===== src/rtl/wb_arbiter.sv =====
// rtl/wb_arbiter.sv - writeback arbiter packing per-unit results into registered PRF/ROB write slots
//
// Claims up to wwd finished results per cycle across nfu functional units,
// packs them densely into a registered writeback bundle and squashes results
// younger than an active redirect. Unit priority rotates round-robin every
// non-held cycle so no unit can be starved.
//
// Optional build macro: WBARB_PERF_EN (enables the perf_stall counter).
//
// Ports:
//   clk        clock
//   rst        synchronous active-high reset
//   redir      redirect bundle (opid = redirecting op, topid = oldest in-flight op)
//   hold       downstream stall: freeze output, issue no claims
//   resp_in    per-unit result lanes [nfu][ewd]; lane valid iff opid[15]
//   claim      per-unit per-lane claim (combinational), [unit][lane]
//   wb         registered writeback slots [wwd]; slot valid iff opid[15]
//   perf_stall cycles with a valid, non-squashed result left unclaimed

package wb_arbiter_pkg;

    typedef struct packed {
        logic [15:0] opid;
        logic [5:0]  prd;
        logic [63:0] data;
    } exe_bundle_t;

    typedef struct packed {
        logic [15:0] opid;
        logic [15:0] topid;
    } red_bundle_t;

endpackage

module wb_arbiter
    import wb_arbiter_pkg::*;
#(
    parameter int nfu  = 2,
    parameter int ewd  = 4,
    parameter int wwd  = 4,
    parameter int opsz = 64
) (
    input  logic                     clk,
    input  logic                     rst,
    input  red_bundle_t              redir,
    input  logic                     hold,
    input  exe_bundle_t              resp_in [nfu][ewd],
    output logic [nfu-1:0][ewd-1:0]  claim,
    output exe_bundle_t              wb [wwd],
    output logic [63:0]              perf_stall
);

    localparam int OW  = $clog2(opsz);
    localparam int RRW = (nfu > 1) ? $clog2(nfu) : 1;
    localparam int SW  = (wwd > 1) ? $clog2(wwd) : 1;

    localparam logic [RRW-1:0] RR_LAST = RRW'(nfu - 1);
    localparam logic [SW:0]    WWD_C   = (SW + 1)'(wwd);

    // Order arithmetic is modular in the OW-bit opid space; distances are
    // measured from the oldest in-flight op (topid), so wrap-around of the
    // opid counter is handled naturally.
    function automatic logic is_young(input logic [15:0] o, input red_bundle_t r);
        logic [OW-1:0] age;
        logic [OW-1:0] lim;
        age = o[OW-1:0] - r.topid[OW-1:0];
        lim = r.opid[OW-1:0] - r.topid[OW-1:0] + OW'(1);
        return r.opid[15] & o[15] & (age >= lim);
    endfunction

    logic [RRW-1:0]           rr_q, rr_d;
    exe_bundle_t              wb_q [wwd];
    exe_bundle_t              wb_d [wwd];
    exe_bundle_t              pack [wwd];
    logic [nfu-1:0][ewd-1:0]  claim_raw;

    // Only the low OW opid bits take part in order arithmetic.
    logic unused_redir;
    assign unused_redir = ^{redir.opid[14:OW], redir.topid[15:OW]};

    // Selection: scan units from rr, lanes in order. Young lanes are claimed
    // and dropped without consuming a slot. Once a valid lane of a unit fails
    // to get a slot, the rest of that unit is left alone because producers
    // only dequeue in-order prefixes.
    always_comb begin
        logic [SW:0] slot;
        logic        broken;
        int          u;
        claim_raw = '0;
        slot      = '0;
        broken    = 1'b0;
        u         = 0;
        for (int s = 0; s < wwd; s++) begin
            pack[s] = '0;
        end
        for (int k = 0; k < nfu; k++) begin
            u = int'(rr_q) + k;
            if (u >= nfu) begin
                u = u - nfu;
            end
            broken = 1'b0;
            for (int l = 0; l < ewd; l++) begin
                if (resp_in[u][l].opid[15]) begin
                    if (is_young(resp_in[u][l].opid, redir)) begin
                        claim_raw[u][l] = 1'b1;
                    end else if (!broken && (slot < WWD_C)) begin
                        claim_raw[u][l]    = 1'b1;
                        pack[slot[SW-1:0]] = resp_in[u][l];
                        slot               = slot + 1'b1;
                    end else begin
                        broken = 1'b1;
                    end
                end
            end
        end
    end

    assign claim = (rst || hold) ? '0 : claim_raw;

    // Next-state: a held bundle stays in place but still loses any slot the
    // current redirect squashes; otherwise load the freshly packed bundle.
    always_comb begin
        for (int s = 0; s < wwd; s++) begin
            wb_d[s] = pack[s];
            if (hold) begin
                wb_d[s] = is_young(wb_q[s].opid, redir) ? '0 : wb_q[s];
            end
        end
        rr_d = rr_q;
        if (!hold) begin
            rr_d = (rr_q == RR_LAST) ? '0 : rr_q + 1'b1;
        end
    end

    always_ff @(posedge clk) begin
        if (rst) begin
            rr_q <= '0;
            for (int s = 0; s < wwd; s++) begin
                wb_q[s] <= '0;
            end
        end else begin
            rr_q <= rr_d;
            for (int s = 0; s < wwd; s++) begin
                wb_q[s] <= wb_d[s];
            end
        end
    end

    always_comb begin
        for (int s = 0; s < wwd; s++) begin
            wb[s] = wb_q[s];
        end
    end

`ifdef WBARB_PERF_EN
    logic [63:0] perf_q;
    logic        stall_any;

    // A stall cycle is one where some live (valid, not squashed) result was
    // offered but not taken, whether for lack of slots, a broken prefix or hold.
    always_comb begin
        stall_any = 1'b0;
        for (int u = 0; u < nfu; u++) begin
            for (int l = 0; l < ewd; l++) begin
                if (resp_in[u][l].opid[15] && !is_young(resp_in[u][l].opid, redir)
                    && !claim[u][l]) begin
                    stall_any = 1'b1;
                end
            end
        end
    end

    always_ff @(posedge clk) begin
        if (rst) begin
            perf_q <= '0;
        end else if (stall_any) begin
            perf_q <= perf_q + 64'd1;
        end
    end

    assign perf_stall = perf_q;
`else
    assign perf_stall = '0;
`endif

endmodule


===== config.mk =====
export PLATFORM = sky130hd
export DESIGN_NAME = wb_arbiter
export DESIGN_NICKNAME = d
export VERILOG_FILES = /design/src/rtl/wb_arbiter.sv
export SDC_FILE = /design/constraint.sdc
export NUM_CORES = 2
export LEC_CHECK = 0
export BUFFER_PORTS_ARGS = -buffer_cell sky130_fd_sc_hd__buf_2
export CORE_AREA = 2 2 443 445
export CTS_CLUSTER_SIZE = 40
export DETAILED_ROUTE_END_ITERATION = 8
export DIE_AREA = 0 0 445 447
export GPL_ROUTABILITY_DRIVEN = 0
export GPL_TIMING_DRIVEN = 0
export MAX_ROUTING_LAYER = met4
export PLACE_DENSITY_LB_ADDON = 0.08
export SYNTH_ARGS = -nofsm -noshare
export SYNTH_HDL_FRONTEND = slang
export SYNTH_SLANG_ARGS = --single-unit

===== constraint.sdc =====
create_clock -name clk -period 17.7 [get_ports clk]
set_input_delay 1.77 -clock clk [delete_from_list [all_inputs] [get_ports clk]]
set_output_delay 1.77 -clock clk [all_outputs]
set_load 0.01 [all_outputs]

Word-level counts from Yosys, hierarchy flattened

Memories as Yosys holds them, arrays and structs flattened.
Cells that the tools add are included.

Register bits after elaboration: 1
RAM bits: 344
Input port bits: 723
Output and inout bits: 416
Word-level logic and storage cells: 273
Memories: 1

Add/subtract/negate cells: 24
Order comparisons: 41
Mux-type cells: 142
Bitwise gates (word level): 44
Reduce and logical (&&, ||, !) cells: 20

Memories:

| memory | depth | width | rd ports | clocked after Yosys merged registers in | write ports | line | source |
|---|---|---|---|---|---|---|---|
| wb_q   | 4     | 86    | 4        | 0                                       | 4           | 72   | `exe_bundle_t wb_q [wwd];` |

Operator list:

| operator                                              | count |
|---|---|
| two-way mux 344 bit                                   | 27 |
| bitwise mux 344 bit                                   | 7 |
| two-way mux 86 bit                                    | 21 |
| demux 86 bit (select 2 bit)                           | 7 |
| two-way mux 8 bit                                     | 23 |
| subtractor 6 bit                                      | 13 |
| >= comparator 6 bit                                   | 12 |
| >= comparator 32 x 1 -> 1 bit (second input constant) | 2 |
| >= comparator 32 x 2 -> 1 bit (second input constant) | 2 |
| < comparator 32 x 3 -> 1 bit (second input constant)  | 2 |
| two-way mux 32 bit                                    | 2 |
| NOT 32 bit                                            | 2 |
| two-way mux 3 bit                                     | 21 |
| OR 8 bit                                              | 7 |
| demux 4 bit (select 1 bit)                            | 8 |
| bitwise AND 1 bit                                     | 24 |
| two-way mux 1 bit                                     | 22 |
| >= comparator 3 bit (second input constant)           | 7 |
| < comparator 3 x 1 -> 1 bit (second input constant)   | 7 |
| < comparator 3 bit (second input constant)            | 7 |
| NOT 2 -> 3 bit                                        | 7 |
| adder 3 x 1 -> 3 bit (second input constant)          | 6 |
| logical AND 1 bit                                     | 14 |
| two-way mux 4 bit                                     | 2 |
| other kinds (11)                                      | 19 |

Longest topological paths before layout

Word-level depth: 50
Mapped depth: 44
Gate-level depth less buffers: 38

Worst setup path after synthesis

No wires, ideal clock.

Kind: input -> output
Start point: in redir[17] (netlist name)
End point: out claim[3] (netlist name)
Arrival: 8.685 ns
Required time: 15.930 ns
Path slack: 7.245 ns
Cell stages on the path: 36
Buffers on the path: 1
Cell sequence: inv_1 ha_1 inv_1 ha_1 inv_1 fa_1 inv_1 a21o_1 a21oi_1 xnor2_1 ha_1 a21oi_1 o21ai_0 a221o_1 inv_2 clkbuf_1 ha_1 nand2_1 a21boi_1 inv_1 ha_1 a21oi_1 mux2i_4 xnor2_2 a21oi_4 inv_2 ha_1 a221o_1 nor3_4 nand4_1 and4_1 nand2_2 ha_1 nand2_1 a21oi_1 a21oi_1

RTL lines:

| what        | line | source |
|---|---|---|
| from (decl) | 45   | `input red_bundle_t redir,` |
| to (decl)   | 48   | `output logic [nfu-1:0][ewd-1:0] claim,` |

==> flow_summary.toml <==
[run_status]
status = "complete, but fails checks"
violations = "capacitance limit, slew limit"

[floorplan]
die-area_um2 = 198900
ios = 1139
die_y_um = 447
num_rows = 162
initial_core_util_pct = 20.29
die_width_um = 445
coreArea_um2 = 194200

[sta]
fin_crit_ns = 12.84
skew_ns = 0.06421
setup_violations = 0
max_clock_freq_mhz = 77.88
rsz0062_at_grt = "false"
finalHoldViolCount = 0
slew_violations = 32
relSlewSlack_pct = -3.228
holdWs_ns = 0.4704
tns_ns = 0
worst_slew_pin_slew_ns = 1.548
post-route-period-util_pct = 72.54

[route]
vias = 50211
via_per_inst = 5.608
drc = 0
drt-total-wl_um = 336200
routedWlPerCell_um = 37.55
ant_nets = 0
first_pass_iters = 6
drtIter0Drc = 5228

[clock_network]
postCtsSetupBuffers = 0
cts_tree = "done"
clk_latency_ns = 0.70
postCtsResizedCells = 0
ctsLongestPathBuffers = 3
cts_buffers = 48
postCtsHoldBufs = 0
numClockSinks = 345
root_buffer = "clkbuf_16"
clk_pin_slew_ns = 0.06
h-tree-depth = 2

[power]
intPower_uw = 3848
peakVddDrop_mv = 0.09815
total_power_uw = 9470
switchingPower_uw = 5622
p_clk_share_pct = 10.7
leakage_uw = 0.02040
p_seq_share_pct = 15.1
powerDensity_nw_per_um2 = 188.7
swShare_pct = 59.37
combPwrFrac_pct = 74.2

[grt]
grt_max_degree = 23
grt-ovfl-total = 0
antenna_found_initial = 95
grtUsageTotal_pct = 33.07
grt_pass1_vias = 49428
grt_pass1_wl_um = 439800

[worst_setup_path]
endpoint_kind = "primary output"
crit_start = "rr_q"
r2r-start = "rr_q"
rr_worst_depth = 41
max_stage_delay_ns = 0.70
rrSetupSlack_ns = 4.99
cpLargestDelayFamily = "buffers and inverters"
cp_num_buf_inv = 10
startpoint_type = "register"
crit_type = "reg2out"
crit_required_ns = 15.93
crit_path_frequent_cell = "ha_1"
crit_fanout = 10
cp_slowest_cell = "buf_2"
r2r-end = "wb_q[0][301]"
crit_path_end = "claim[3]"
cp_num_cells = 37
arrival_ns = 11.07

[synth]
synth_area_leaders = "dfxtp_1 (18%), mux2i_1 (15%), mux2_2 (8.0%)"
synth-seq-cells = 345
synth_top_area_share_pct = 17.53
async_flop_share_pct = 0
yosys.cell_types.count = 87
synthCells = 5131
synth-main-ff-cell = "dfxtp_1"
ys_warn_count = 0
synth_common_cells = "mux2i_1 (590), nand2_1 (535), clkbuf_1 (411), nor2_1 (350), dfxtp_1 (345)"
synth_edf_count = 0
yosysSeqAreaShare_pct = 17.53
avgSynthCellArea_um2 = 7.677
yosysMostFrequentCell = "mux2i_1"
yosys.area.top_type = "dfxtp_1"
netlist_area_um2 = 39390

[finish]
fin_util_pct = 25.84
finalInstanceArea_um2 = 50180
drive_gt1_share_pct = 25.59
area_delta_synth_final_pct = 27.38
finalNetCount = 7207

[place]
port_buffers = 1053
hpwl_um = 272300
place_area_um2 = 48450

[min_path]
hold_depth = 2
hold_path_class = "reg2reg"

[run]
maxCapViolations = 3
-- flip-flops by register name (all words and copies together), names as in the netlist --
register,count
wb_q,344
rr_q,1
-- layer usage --
layer / part of all wire (%) / routed length (um) / global-route usage, % / up-vias
met5: 0 / 0 / - / -
met4: 7.1 / 23840 / 20.68 / 0
met3: 6.0 / 20310 / 4.623 / 649
met2: 47 / 156900 / 53.23 / 2772
met1: 40 / 135200 / 38.86 / 24751
li1: - / - / - / 22039
-- final cells by class --
type | instances | area (um^2)
Multi-Input combinational cell | 4211 | 30040
Buffer | 581 | 2585
Inverter | 57 | 214.0
Sequential cell | 345 | 6907
Tap cell | 2542 | 3181
Clock inverter | 15 | 197.7
Timing Repair Buffer | 1068 | 5527
Clock buffer | 69 | 1370
Antenna cell | 65 | 162.7
Fill cell | 21733 | 144000
-- worst register-to-register path: cells and delay by family (launching register included) --
| kind | cells | cell delay, ns |
|---|---|---|
| adders and majority gates | 7 | 2.10 |
| xor gates and xnor gates | 2 | 0.36 |
| and+or+nand+nor | 8 | 1.39 |
| muxes | 3 | 1.17 |
| DFF | 1 | 0.32 |
| buffers and inverters | 12 | 4.47 |
| AOI/OAI and AO/OA | 9 | 2.77 |
-- stage by stage --
step	setup slack (ns)	cells
global placement	2.788	8789
finish	4.860	8953
global route	4.184	8934
detailed placement	4.613	8804
CTS	4.693	8888
floorplan	7.245	5194
-- worst min path at each step --
stage	from	end	slack (ns)
floorplan	wb_q[0][171]	wb_q[0][171]	0.49
CTS	wb_q[0][251]	wb_q[0][251]	0.46
detailed placement	wb_q[0][251]	wb_q[0][251]	0.45
finish	wb_q[0][251]	wb_q[0][251]	0.47
global placement	wb_q[0][62]	wb_q[0][62]	0.44
global route	wb_q[0][148]	wb_q[0][148]	0.50
-- kinds of logic after synthesis --
logic type | count (synthesis) | synth area share, %
AO/OA/AOI/OAI | 1958 | 33.72
AND/OR/NAND/NOR | 1069 | 11.13
multiplexers | 877 | 23.27
buffers and inverters | 638 | 7.010
flip-flops | 345 | 17.53
adder cells (fa/ha/maj) | 172 | 5.711
XOR/XNOR | 71 | 1.617
other | 1 | 0.009520
-- layout by cell type (no fill, tap or decap), types with 159 or more instances in the layout --
cell type / count
a21oi_1: 226
a22oi_1: 161
buf_2: 1114
clkbuf_1: 395
dfxtp_1: 345
ha_1: 159
mux2_2: 280
mux2i_1: 590
nand2_1: 535
nor2_1: 350
o211ai_1: 238
o21ai_0: 283
o21ai_1: 222
o22ai_1: 168
-- power by group through the flow --
stage,Clock [uW],Combinational [uW],Sequential (uW)
6_report,1020,7030,1430
4_1_cts,1030,6880,1410
3_3_place_gp,0,6790,1430
5_1_grt,1050,7370,1440
3_5_place_dp,0,6850,1420
2_1_floorplan,0,3640,1440
(Power assumes the default switching activity.)
